$ cat src/rtl/shared_res_pkg.sv
// Shared types for the two-requester resource scheduler: requester id and the
// per-issue tag that travels through the in-flight FIFO.
package shared_res_pkg;

    localparam int N_REQ = 2;

    typedef logic [0:0] req_id_t;

    typedef struct packed {
        req_id_t id;
        logic    kill;
    } sched_tag_t;

    function automatic sched_tag_t make_tag(input req_id_t id);
        sched_tag_t t;
        t.id   = id;
        t.kill = 1'b0;
        return t;
    endfunction

endpackage

$ cat src/rtl/sched_tag_fifo.sv
// Circular FIFO of issue tags, one entry per op in flight. A per-requester kill
// broadcast marks every stored entry of that requester as dead.
module sched_tag_fifo
    import shared_res_pkg::*;
#(
    parameter int DEPTH = 4
) (
    input  logic             clk,
    input  logic             reset,
    input  logic             push,
    input  sched_tag_t       push_tag,
    input  logic             pop,
    input  logic [N_REQ-1:0] kill_en,
    output sched_tag_t       head,
    output logic             full,
    output logic             empty
);

    localparam int PTR_W = (DEPTH > 1) ? $clog2(DEPTH) : 1;
    localparam int CNT_W = $clog2(DEPTH + 1);
    localparam logic [PTR_W-1:0] LAST  = PTR_W'(DEPTH - 1);
    localparam logic [CNT_W-1:0] FILL  = CNT_W'(DEPTH);

    logic [PTR_W-1:0] rd_ptr;
    logic [PTR_W-1:0] wr_ptr;
    logic [CNT_W-1:0] count;
    sched_tag_t       mem [DEPTH];

    logic push_ok;
    logic pop_ok;

    function automatic logic [PTR_W-1:0] bump(input logic [PTR_W-1:0] p);
        return (p == LAST) ? '0 : p + 1'b1;
    endfunction

    assign full    = (count == FILL);
    assign empty   = (count == '0);
    assign push_ok = push & ~full;
    assign pop_ok  = pop & ~empty;
    assign head    = mem[rd_ptr];

    always_ff @(posedge clk or negedge reset) begin
        if (!reset) begin
            rd_ptr <= '0;
            wr_ptr <= '0;
            count  <= '0;
        end else begin
            if (push_ok) wr_ptr <= bump(wr_ptr);
            if (pop_ok)  rd_ptr <= bump(rd_ptr);
            case ({push_ok, pop_ok})
                2'b10:   count <= count + 1'b1;
                2'b01:   count <= count - 1'b1;
                default: count <= count;
            endcase
        end
    end

    // Kill marks may land on stale slots too; those are rewritten before they are ever read.
    always_ff @(posedge clk) begin
        for (int i = 0; i < DEPTH; i++) begin
            if (kill_en[mem[i].id]) mem[i].kill <= 1'b1;
        end
        if (push_ok) mem[wr_ptr] <= push_tag;
    end

endmodule

$ cat src/rtl/shared_resource_scheduler.sv
// Round-robin issue scheduler for one pipelined shared resource and two requesters,
// with credit-bounded issue and tag-based steering of results back to their owner.
module shared_resource_scheduler
    import shared_res_pkg::*;
#(
    parameter int MAX_OUTSTANDING = 4
) (
    input  logic             clk,
    input  logic             reset,
    input  logic [N_REQ-1:0] req,
    input  logic [N_REQ-1:0] flush,
    output logic [N_REQ-1:0] grant,
    output logic [N_REQ-1:0] stall,
    output logic             sel,
    output logic             res_in_valid,
    input  logic             res_out_valid,
    output logic [N_REQ-1:0] rsp_valid,
    output logic             busy,
    output logic             err_underflow
);

    localparam int CNT_W = $clog2(MAX_OUTSTANDING + 1);
    localparam logic [CNT_W-1:0] CREDIT_MAX = CNT_W'(MAX_OUTSTANDING);

    logic             prio;
    logic [CNT_W-1:0] credits;
    logic             err_q;

    logic [N_REQ-1:0] elig;
    logic [N_REQ-1:0] grant_raw;
    logic [N_REQ-1:0] rsp_raw;
    logic             can_issue;
    logic             issue;
    logic             pop;

    sched_tag_t       head;
    logic             fifo_full;
    logic             fifo_empty;

    assign elig      = req & ~flush;
    // Full FIFO already implies zero credits; the extra term keeps the FIFO safe on its own.
    assign can_issue = (credits != '0) & ~fifo_full;
    assign issue     = |grant_raw;
    assign pop       = res_out_valid & ~fifo_empty;

    always_comb begin
        grant_raw = '0;
        if (can_issue) begin
            if (&elig) grant_raw[prio] = 1'b1;
            else       grant_raw       = elig;
        end
    end

    always_comb begin
        rsp_raw = '0;
        if (pop) rsp_raw[head.id] = ~head.kill & ~flush[head.id];
    end

    always_ff @(posedge clk or negedge reset) begin
        if (!reset) begin
            prio    <= 1'b0;
            credits <= CREDIT_MAX;
            err_q   <= 1'b0;
        end else begin
            // Priority passes to whichever requester was not granted.
            if (issue) prio <= grant_raw[0];
            case ({issue, pop})
                2'b10:   credits <= credits - 1'b1;
                2'b01:   credits <= credits + 1'b1;
                default: credits <= credits;
            endcase
            if (res_out_valid & fifo_empty) err_q <= 1'b1;
        end
    end

    sched_tag_fifo #(
        .DEPTH    (MAX_OUTSTANDING)
    ) u_tag_fifo (
        .clk      (clk),
        .reset    (reset),
        .push     (issue),
        .push_tag (make_tag(req_id_t'(grant_raw[1]))),
        .pop      (pop),
        .kill_en  (flush),
        .head     (head),
        .full     (fifo_full),
        .empty    (fifo_empty)
    );

    assign grant         = reset ? grant_raw : '0;
    assign stall         = reset ? (elig & ~grant_raw) : '0;
    assign sel           = reset & grant_raw[1];
    assign res_in_valid  = reset & issue;
    assign rsp_valid     = reset ? rsp_raw : '0;
    assign busy          = reset & (credits != CREDIT_MAX);
    assign err_underflow = reset & err_q;

endmodule

$ cat config.mk
export PLATFORM = sky130hd
export DESIGN_NAME = shared_resource_scheduler
export DESIGN_NICKNAME = d
export VERILOG_FILES = /design/src/rtl/shared_res_pkg.sv /design/src/rtl/sched_tag_fifo.sv /design/src/rtl/shared_resource_scheduler.sv
export SDC_FILE = /design/constraint.sdc
export NUM_CORES = 1
export LEC_CHECK = 0
export CAP_MARGIN = 10
export CELL_PAD_IN_SITES_DETAIL_PLACEMENT = 2
export CELL_PAD_IN_SITES_GLOBAL_PLACEMENT = 2
export CORE_MARGIN = 2
export CORE_UTILIZATION = 35
export CTS_BUF_LIST = sky130_fd_sc_hd__clkbuf_2
export CTS_CLUSTER_DIAMETER = 80
export DETAILED_ROUTE_END_ITERATION = 8
export MAX_ROUTING_LAYER = met4
export PLACE_DENSITY_LB_ADDON = 0.1
export SYNTH_ARGS = -nofsm -noshare
export SYNTH_HDL_FRONTEND = slang
export SYNTH_HIERARCHICAL = 1
export SYNTH_SLANG_ARGS = --single-unit
$ cat constraint.sdc
create_clock -name clk -period 5.58 [get_ports clk]
set_input_delay 1.674 -clock clk [delete_from_list [all_inputs] [get_ports clk]]
set_output_delay 1.674 -clock clk [all_outputs]
set_load 0.03 [all_outputs]
==> results of run 1 <==
kinds of logic (layout without fill, tap and decap cells):
kind of cell / count (synthesis) / after routing / synth area share [%]
AOI/OAI and AO/OA: 10 / 10 / 6.462
other: 1 / 4 / 0.3074
DFF: 20 / 20 / 41.13
buffers and inverters: 8 / 28 / 2.770
adders and majority gates: 9 / 9 / 10.46
muxes: 12 / 12 / 12.82
xor gates and xnor gates: 6 / 6 / 4.308
and+or+nand+nor: 43 / 43 / 21.74
Yosys cell counts, types with 4 or more instances:
master | number | share of area (%)
dfrtp_1 | 11 | 23
nor3_1 | 4 | 1.6
nor2_1 | 11 | 3.4
inv_1 | 7 | 2.2
xor2_1 | 4 | 2.9
a211o_1 | 4 | 2.9
nor2b_1 | 7 | 3.6
dfxtp_1 | 4 | 6.6
ha_1 | 7 | 7.2
nand2_1 | 8 | 2.5
edfxtp_1 | 4 | 9.8
mux2_2 | 9 | 8.3
power by group:
part           switching [mW]  leakage [nW]  internal (mW)
sequential             0.0674         0.207          0.217
combinational           0.173         0.384          0.183
clock                  0.0482        0.0266         0.0618
routing by layer:
| layer | GRT usage, % | wire [um] | up-vias |
|---|---|---|---|
| met5 | - | 0 | - |
| li1 | - | - | 418 |
| met2 | 28.32 | 1444 | 11 |
| met3 | 2.703 | 49 | 2 |
| met4 | 2.500 | 12 | 0 |
| met1 | 18.17 | 1184 | 423 |
layout make-up:
class | count | area (um2)
multi-input combinational | 84 | 695.7
timing repair buffer | 17 | 167.7
tap | 46 | 57.56
inverter | 7 | 26.28
sequential | 20 | 501.7
fill | 364 | 1843
clock buffer | 3 | 15.01
clock inverter | 1 | 30.03
state kept, by name, summed over array words and instances (netlist names):
name               count
credits                3
err_q                  1
prio                   1
u_tag_fifo/count       3
u_tag_fifo/mem         8
u_tag_fifo/rd_ptr      2
u_tag_fifo/wr_ptr      2
stage by stage:
stage / power, mW / util [%]
after CTS: 0.7672 / 44.77
after floorplan: 0.5519 / -
after global routing: 0.8224 / 44.77
after global placement: 0.6273 / 43.42
after detailed placement: 0.6533 / 43.42
final: 0.7502 / 44.77
worst paths after layout:
path | start | to | slack [ns] | cells past startpoint
max | flush[0] | sel | 0.33 | 5
min | err_q | err_q | 0.50 | 1
max reg2reg | u_tag_fifo/count[0] | u_tag_fifo/count[2] | 3.06 | 10
min reg2reg | err_q | err_q | 0.50 | 1
max in group asynchronous | reset | credits[2] | 3.58 | 2
min in group asynchronous | reset | u_tag_fifo/rd_ptr[0] | 1.74 | 2
critical path, delay by kind of cell:
family / cells / cell delay (ns)
buffers and inverters: 2 / 1.30
AND/OR/NAND/NOR: 3 / 0.60
==> metrics.md, run 1 <==
| Metric | Value |
|---|---|
| Via Count | `854` |
| # hold bufs at CTS | `0` |
| Cells after Synth | `109` |
| Clock root buffer | `clkbuf_2` |
| PostCTS Resize Cnt | `0` |
| RePlAce Congestion | `0.7484` |
| Placed Cells | `174` |
| Worst Setup Path Type | `input pin to output port` |
| Placed instance area | `0.001449 mm2` |
| Vias in the first global route | `953` |
| Clk Latency, worst-skew pair | `0.32 ns` |
| Synth Cell Area | `0.001220 mm2` |
| Slowest cell delay on critical path | `0.72 ns` |
| Worst setup EP type | `output port` |
| Async SR Flop Fraction | `60.00%` |
| ANT cells | `0` |
| Yosys warnings | `6` |
| Initial Util | `36.56%` |
| Slew @ Worst Pin | `0.5599 ns` |
| Arr. time, crit path | `3.57 ns` |
| CTS H-Tree Depth | `1` |
| Clock Path Buffers | `2` |
| Seq cells post-synth | `20` |
| TritonCTS clock tree | `yes` |
| RSZ-0062 raised after global routing | `false` |
| Cell Count, Final, Fillers Out | `178` |
| IO Port Bufs | `16` |
| Hold Vio Cnt, Final | `0` |
| Post-synthesis area per instance | `11.19 um2` |
| Per-cell routed wire length | `15.11 um` |
| Worst hold slack | `0.4969 ns` |
| Commonest non-fill, non-tap cell in the layout | `clkdlybuf4s50_1` |
| Chip Width | `63.04 um` |
| Core box area | `0.003337 mm2` |
| Leak | `0.6172 nW` |
| Pre-Repair DR Iteration Count | `4` |
| Global-route wire length before repair | `4692 um` |
| Final nets | `149` |
| Die area | `0.003974 mm2` |
| Final WL | `2690 um` |
| Register area share after synthesis | `41.13%` |
| Fin crit share | `94.01%` |
| Largest net degree at the start of global routing | `18` |
| Row count | `21` |
| # Post-CTS Setup Buffers | `0` |
| Die height | `63.04 um` |
| IO Count | `17` |
| Remaining Overflow, GRT | `0` |
| Commonest non-fill, non-tap cells in the layout | `16 x clkdlybuf4s50_1, 11 x nor2_1, 11 x dfrtp_1` |
| HP Class | `flop to flop` |
| Initial DRC count | `36` |
| PnR worst setup slack | `0.3341 ns` |
| Fin crit period | `5.246 ns` |
| DRT antenna net count | `0` |
| Slew headroom | `62.68%` |
| Worst-path cell chain | `clkdlybuf4s50_1 -> nand2b_1 -> nor2_1 -> nor4b_4 -> clkdlybuf4s50_1` |
| VDD IR-drop max | `0.2067 mV` |
| CTS buffer count | `3` |
| Sum Neg Setup Slack | `0 ns` |
| Clock Sink Count | `20` |
| Fmax | `190.6 MHz` |
| Slowest CP cell | `clkdlybuf4s50_1` |
| Share of layout cells above drive strength 1 | `16.67%` |
| DR DRC count | `0` |
| Via density | `4.798` |
| Post-synth EDFFs | `4` |
| Crit start category | `input pin` |
| Max Cap Viol | `0` |
| P&R area growth vs syn | `22.46%` |
| Clock slew at reported path FFs | `0.20 ns` |
| Post-DP HPWL | `2218 um` |
| Final setup viols | `0` |
| Total global-route track usage | `15.58%` |
| CP dominant cell by count | `clkdlybuf4s50_1` |
| P per Cell Area | `502.2 mW/mm2` |
| Top_reg_cell synth | `dfrtp_1` |
| Final non-filler cell area | `0.001494 mm2` |
| Clk_skew | `0.009841 ns` |
| Outcome | `completed` |
| Max FO, Critical Path | `7` |
| Final Max Slew Viols | `0` |
| Initial antenna violation count | `0` |
| Yosys cell types | `35` |
| Required time of the critical path | `3.91 ns` |
| Setup WS pre-CTS | `0.3146 ns` |
No activity file was read; power rests on OpenSTA's default activity.
==> run 2: changes to the inputs <==
--- a/config.mk
+++ b/config.mk
@@ -5,7 +5,7 @@
 export SDC_FILE = /design/constraint.sdc
 export NUM_CORES = 1
 export LEC_CHECK = 0
-export CAP_MARGIN = 10
+export CAP_MARGIN = 20
 export CELL_PAD_IN_SITES_DETAIL_PLACEMENT = 2
 export CELL_PAD_IN_SITES_GLOBAL_PLACEMENT = 2
 export CORE_MARGIN = 2
@@ -15,6 +15,7 @@
 export DETAILED_ROUTE_END_ITERATION = 8
 export MAX_ROUTING_LAYER = met4
 export PLACE_DENSITY_LB_ADDON = 0.1
+export SKIP_LAST_GASP = 1
 export SYNTH_ARGS = -nofsm -noshare
 export SYNTH_HDL_FRONTEND = slang
 export SYNTH_HIERARCHICAL = 1
==> constraint.sdc (replaced) <==
create_clock -name clk -period 5.2 [get_ports clk]
set_input_delay 1.56 -clock clk [delete_from_list [all_inputs] [get_ports clk]]
set_output_delay 1.56 -clock clk [all_outputs]
set_load 0.03 [all_outputs]
==> run 2 against run 1 <==
Final cell count rose by 1.1%. Worst setup slack got worse by 0.011 ns. Sequential power rose by 7.7%. Critical endpoint is now grant[1]. Largest cell class unchanged.
==> metrics.md, run 2 (same netlist as run 1, synthesis figures left out) <==
| Metric | Value |
|---|---|
| Number of fill cells | `371` |
| CTS buffer count | `3` |
| Clock root buffer | `clkbuf_2` |
| Area of the multi-input gates | `695.7 um2` |
| TritonCTS clock tree | `yes` |
| Initial DRC count | `21` |
| # Post-CTS Setup Buffers | `0` |
| Row count | `21` |
| Share of layout cells above drive strength 1 | `18.66%` |
| CTS H-Tree Depth | `1` |
| Post-DP HPWL | `2249 um` |
| Remaining Overflow, GRT | `0` |
| Fin crit period | `4.877 ns` |
| Hold Vio Cnt, Final | `0` |
| Die height | `63.04 um` |
| Commonest non-fill, non-tap cell in the layout | `clkdlybuf4s50_1` |
| Clock Path Buffers | `2` |
| Reg area | `501.7 um2` |
| ANT cells | `0` |
| Clock Sink Count | `20` |
| P&R area growth vs syn | `23.49%` |
| RSZ-0062 raised after global routing | `false` |
| Largest net degree at the start of global routing | `18` |
| PostCTS Resize Cnt | `0` |
| Core box area | `0.003337 mm2` |
| Fin crit share | `93.79%` |
| IO Count | `17` |
| Crit start category | `input pin` |
| Initial Util | `36.56%` |
| Final WL | `2761 um` |
| Worst Setup Path Type | `input pin to output port` |
| Clock slew at reported path FFs | `0.22 ns` |
| # hold bufs at CTS | `0` |
| Top flop regs | `u_tag_fifo/mem: 8 flops, credits: 3 flops, u_tag_fifo/count: 3 flops` |
| Final non-filler cell area | `0.001506 mm2` |
| Per-cell routed wire length | `15.34 um` |
| DRT antenna net count | `0` |
| Final nets | `151` |
| Slew headroom | `59.58%` |
| Worst setup EP type | `output port` |
| RePlAce Congestion | `0.7160` |
| Vias in the first global route | `951` |
| Commonest non-fill, non-tap cells in the layout | `15 x clkdlybuf4s50_1, 11 x nor2_1, 11 x dfrtp_1` |
| Max Cap Viol | `0` |
| Placed instance area | `0.001461 mm2` |
| Leak | `0.6288 nW` |
| Final setup viols | `0` |
| Slew @ Worst Pin | `0.6017 ns` |
| Reg with most FFs | `u_tag_fifo/mem` |
| Pre-Repair DR Iteration Count | `3` |
| Via Count | `861` |
| Total global-route track usage | `15.92%` |
| Required time of the critical path | `3.64 ns` |
| PnR worst setup slack | `0.3227 ns` |
| Sum Neg Setup Slack | `0 ns` |
| Final Max Slew Viols | `0` |
| Setup WS pre-CTS | `0.2950 ns` |
| Via density | `4.783` |
| VDD IR-drop max | `0.2099 mV` |
| IO Port Bufs | `16` |
| HP Class | `flop to flop` |
| P per Cell Area | `538.9 mW/mm2` |
| DR DRC count | `0` |
| Final design utilization | `45.14%` |
| Clk_skew | `0.02128 ns` |
| Chip Width | `63.04 um` |
| Global-route wire length before repair | `4698 um` |
| Outcome | `completed` |
| Tot Pwr | `0.8118 mW` |
| Arr. time, crit path | `3.32 ns` |
| Initial antenna violation count | `0` |
| Max reg flops | `8` |
| Max FO, Critical Path | `4` |
| Die area | `0.003974 mm2` |
| Clk Latency, worst-skew pair | `0.34 ns` |
| Fmax | `205.0 MHz` |
==> run 2: cell types whose count changed in the layout (fill, tap and decap cells not counted), sizes merged <==
cell and delta:
buf +3, clkdlybuf4s50 -1
==> run 2: power breakdown <==
group | internal (mW) | switching, mW | leakage (nW) | total [mW]
combinational | 0.199 | 0.188 | 0.395 | 0.387
sequential | 0.233 | 0.0730 | 0.207 | 0.306
clock | 0.0663 | 0.0530 | 0.0266 | 0.119
total | 0.498 | 0.314 | 0.629 | 0.812
==> run 2: worst max-delay path: stages <==
cell and delay, ns:
clkdlybuf4s50_1 0.47, nand2b_1 0.17, nor2_1 0.11, nor4b_4 0.28, clkdlybuf4s50_1 0.72
==> run 2: path summary, 6_finish.rpt <==
| path | slack, ns | to | cells past startpoint | from |
|---|---|---|---|---|
| setup / recovery | 0.32 | grant[1] | 5 | flush[0] |
| hold reg to reg | 0.51 | err_q | 1 | err_q |
| max in group asynchronous | 3.34 | credits[2] | 2 | reset |
| min in group asynchronous | 1.61 | credits[1] | 2 | reset |
| hold / removal | 0.51 | err_q | 1 | err_q |
| setup reg to reg | 2.67 | u_tag_fifo/count[2] | 10 | u_tag_fifo/count[0] |
==> run 2: final cells by class <==
cell class | instances | area share, %
Inverter | 7 | 1.744
Clock buffer | 3 | 0.9967
Sequential cell | 20 | 33.31
Timing Repair Buffer | 19 | 11.96
Clock inverter | 1 | 1.993
Multi-Input combinational cell | 84 | 46.18
Tap cell | 46 | 3.821
==> run 2: routing by layer <==
layer	vias to the layer above	track usage (%)	share of wire (%)
li1	417	-	-
met1	427	18.81	46
met2	13	27.53	49
met3	4	2.162	3.0
met4	0	5.833	1.6
met5	-	-	0
==> run 2: metrics by stage <==
| step | hold WS, ns | instances |
|---|---|---|
| floorplan | 0.4203 | 112 |
| global placement | 0.4355 | 176 |
| detailed placement | 0.4632 | 176 |
| CTS | 0.5173 | 180 |
| global route | 0.5358 | 180 |
| finish | 0.5060 | 180 |
==> run 3: changes to the inputs <==
--- a/config.mk
+++ b/config.mk
@@ -9,7 +9,7 @@
 export CELL_PAD_IN_SITES_DETAIL_PLACEMENT = 2
 export CELL_PAD_IN_SITES_GLOBAL_PLACEMENT = 2
 export CORE_MARGIN = 2
-export CORE_UTILIZATION = 35
+export CORE_UTILIZATION = 33
 export CTS_BUF_LIST = sky130_fd_sc_hd__clkbuf_2
 export CTS_CLUSTER_DIAMETER = 80
 export DETAILED_ROUTE_END_ITERATION = 8
==> constraint.sdc (replaced) <==
create_clock -name clk -period 4.2 [get_ports clk]
set_input_delay 1.26 -clock clk [delete_from_list [all_inputs] [get_ports clk]]
set_output_delay 1.26 -clock clk [all_outputs]
set_load 0.03 [all_outputs]
==> run 3 against run 2 <==
Hold slack worse by 0.019 ns. Largest cell class unchanged. Clock power shrank 31%. Flip-flop and latch count stayed put. Via count increased by 0.46%. Worst setup slack got worse by 0.039 ns. Combinational power is 26% higher. Critical path depth is the same. Wire length fell by 1.1%.
==> metrics.md, run 3 (same netlist as run 1, synthesis figures left out) <==
| Metric | Value |
|---|---|
| Outcome | `completed` |
| VDD IR-drop max | `0.2756 mV` |
| P per Cell Area | `643.3 mW/mm2` |
| Pre-Repair DR Iteration Count | `2` |
| Final Max Slew Viols | `0` |
| Placed instance area | `0.001449 mm2` |
| Leak | `0.6368 nW` |
| Clock share of power | `8.7%` |
| Die area | `0.004199 mm2` |
| Comb pwr share | `51.4%` |
| Initial antenna violation count | `0` |
| Row count | `22` |
| Arr. time, crit path | `2.66 ns` |
| Per-cell routed wire length | `14.93 um` |
| Via Count | `865` |
| Fin crit share | `93.26%` |
| CTS H-Tree Depth | `1` |
| # hold bufs at CTS | `0` |
| RSZ-0062 raised after global routing | `false` |
| Die height | `64.80 um` |
| Clock Sink Count | `20` |
| Reg with most FFs | `u_tag_fifo/mem` |
| RePlAce Congestion | `0.7030` |
| Clk_skew | `0.003256 ns` |
| Global-route wire length before repair | `4685 um` |
| IO Count | `17` |
| Commonest non-fill, non-tap cells in the layout | `14 x buf_4, 11 x nor2_1, 11 x dfrtp_1` |
| Vias in the first global route | `981` |
| IO Port Bufs | `16` |
| Critical Path Source | `flush[0]` |
| Crit start category | `input pin` |
| Fmax | `255.3 MHz` |
| Cell Count, Final, Fillers Out | `183` |
| Post-DP HPWL | `2269 um` |
| Slew @ Worst Pin | `0.5293 ns` |
| Required time of the critical path | `2.94 ns` |
| HP Class | `flop to flop` |
| Core box area | `0.003606 mm2` |
| Clock Path Buffers | `2` |
| Final non-filler cell area | `0.001468 mm2` |
| Hold Crit Start | `err_q` |
| Max FO, Critical Path | `7` |
| Hold Vio Cnt, Final | `0` |
| Top flop regs | `u_tag_fifo/mem: 8 flops, credits: 3 flops, u_tag_fifo/count: 3 flops` |
| Commonest non-fill, non-tap cell in the layout | `buf_4` |
| Slew headroom | `64.44%` |
| Final setup viols | `0` |
| Initial Util | `33.83%` |
| Final WL | `2732 um` |
| Remaining Overflow, GRT | `0` |
| FF-to-FF End | `u_tag_fifo/count[2]` |
| ANT cells | `0` |
| Clock slew at reported path FFs | `0.20 ns` |
| CTS buffer count | `3` |
| Sum Neg Setup Slack | `0 ns` |
| # Post-CTS Setup Buffers | `0` |
| Share of layout cells above drive strength 1 | `25.19%` |
| Placed Cells | `179` |
| TritonCTS clock tree | `yes` |
| Tot Pwr | `0.9441 mW` |
| Worst Setup Path Type | `input pin to output port` |
| FF-to-FF setup slack | `1.64 ns` |
| Total global-route track usage | `14.97%` |
| CP endpoint | `stall[1]` |
| Clk Latency, worst-skew pair | `0.31 ns` |
| Fin crit period | `3.917 ns` |
| Net Sw Frac | `41.12%` |
| Chip Width | `64.80 um` |
| Clock root buffer | `clkbuf_2` |
| R2R cell count | `11` |
| Max reg flops | `8` |
| FF-to-FF Start | `u_tag_fifo/count[0]` |
| DRT antenna net count | `0` |
| PostCTS Resize Cnt | `0` |
| P_int | `0.5559 mW` |
| DR DRC count | `0` |
| Via density | `4.727` |
| Initial DRC count | `9` |
| Max Cap Viol | `0` |
| P&R area growth vs syn | `20.31%` |
| Final nets | `152` |
| P_sw | `0.3882 mW` |
| Largest net degree at the start of global routing | `18` |
| Power share of the sequential group | `39.9%` |
| Worst setup EP type | `output port` |
run 3: cell types whose count changed in the layout (fill, tap and decap cells not counted):
cell	before	now
bufinv_16	1	0
buf_4	4	14
clkinv_1	0	1
clkdlybuf4s50_1	15	6
run 3: worst min-delay path by stage:
stage          endpoint  cells past startpoint
2_1_floorplan     err_q                      1
3_3_place_gp      err_q                      1
3_5_place_dp      err_q                      1
4_1_cts           err_q                      1
5_1_grt           err_q                      1
6_report          err_q                      1
run 3: routing by layer:
layer / part of all wire, % / GRT usage (%) / up-vias
met3: 2.5 / 1.736 / 2
met2: 52 / 26.16 / 13
met1: 45 / 18.33 / 428
met4: 0.51 / 3.989 / 0
met5: 0 / - / -
li1: - / - / 422
run 3: power groups by stage:
stage | registers (mW) | clock network (mW) | logic (mW)
2_1_floorplan | 0.359 | 0 | 0.374
3_3_place_gp | 0.376 | 0 | 0.459
3_5_place_dp | 0.384 | 0 | 0.500
4_1_cts | 0.379 | 0.0852 | 0.502
5_1_grt | 0.392 | 0.0910 | 0.560
6_report | 0.376 | 0.0822 | 0.486
run 3: worst max-delay path: stages:
cell and delay (ns):
clkdlybuf4s50_1 0.51, nand2b_1 0.25, nor2_1 0.29, o211a_1 0.19, buf_4 0.15
run 3: cell type report:
cell class / count / area [um2]
Clock buffer: 3 / 15.01
Clock inverter: 1 / 3.754
Fill cell: 405 / 2138
Inverter: 7 / 26.28
Multi-Input combinational cell: 84 / 695.7
Sequential cell: 20 / 501.7
Tap cell: 48 / 60.06
Timing Repair Buffer: 20 / 165.2
run 3: stage by stage:
stage          utilization (%)  setup WS, ns  hold slack, ns
2_1_floorplan                -        0.6257          0.4203
3_3_place_gp             40.18        0.3380          0.4330
3_5_place_dp             40.18        0.2875          0.4441
4_1_cts                  40.70        0.2729          0.4933
5_1_grt                  40.70        0.1776          0.5114
6_report                 40.70        0.2833          0.4869
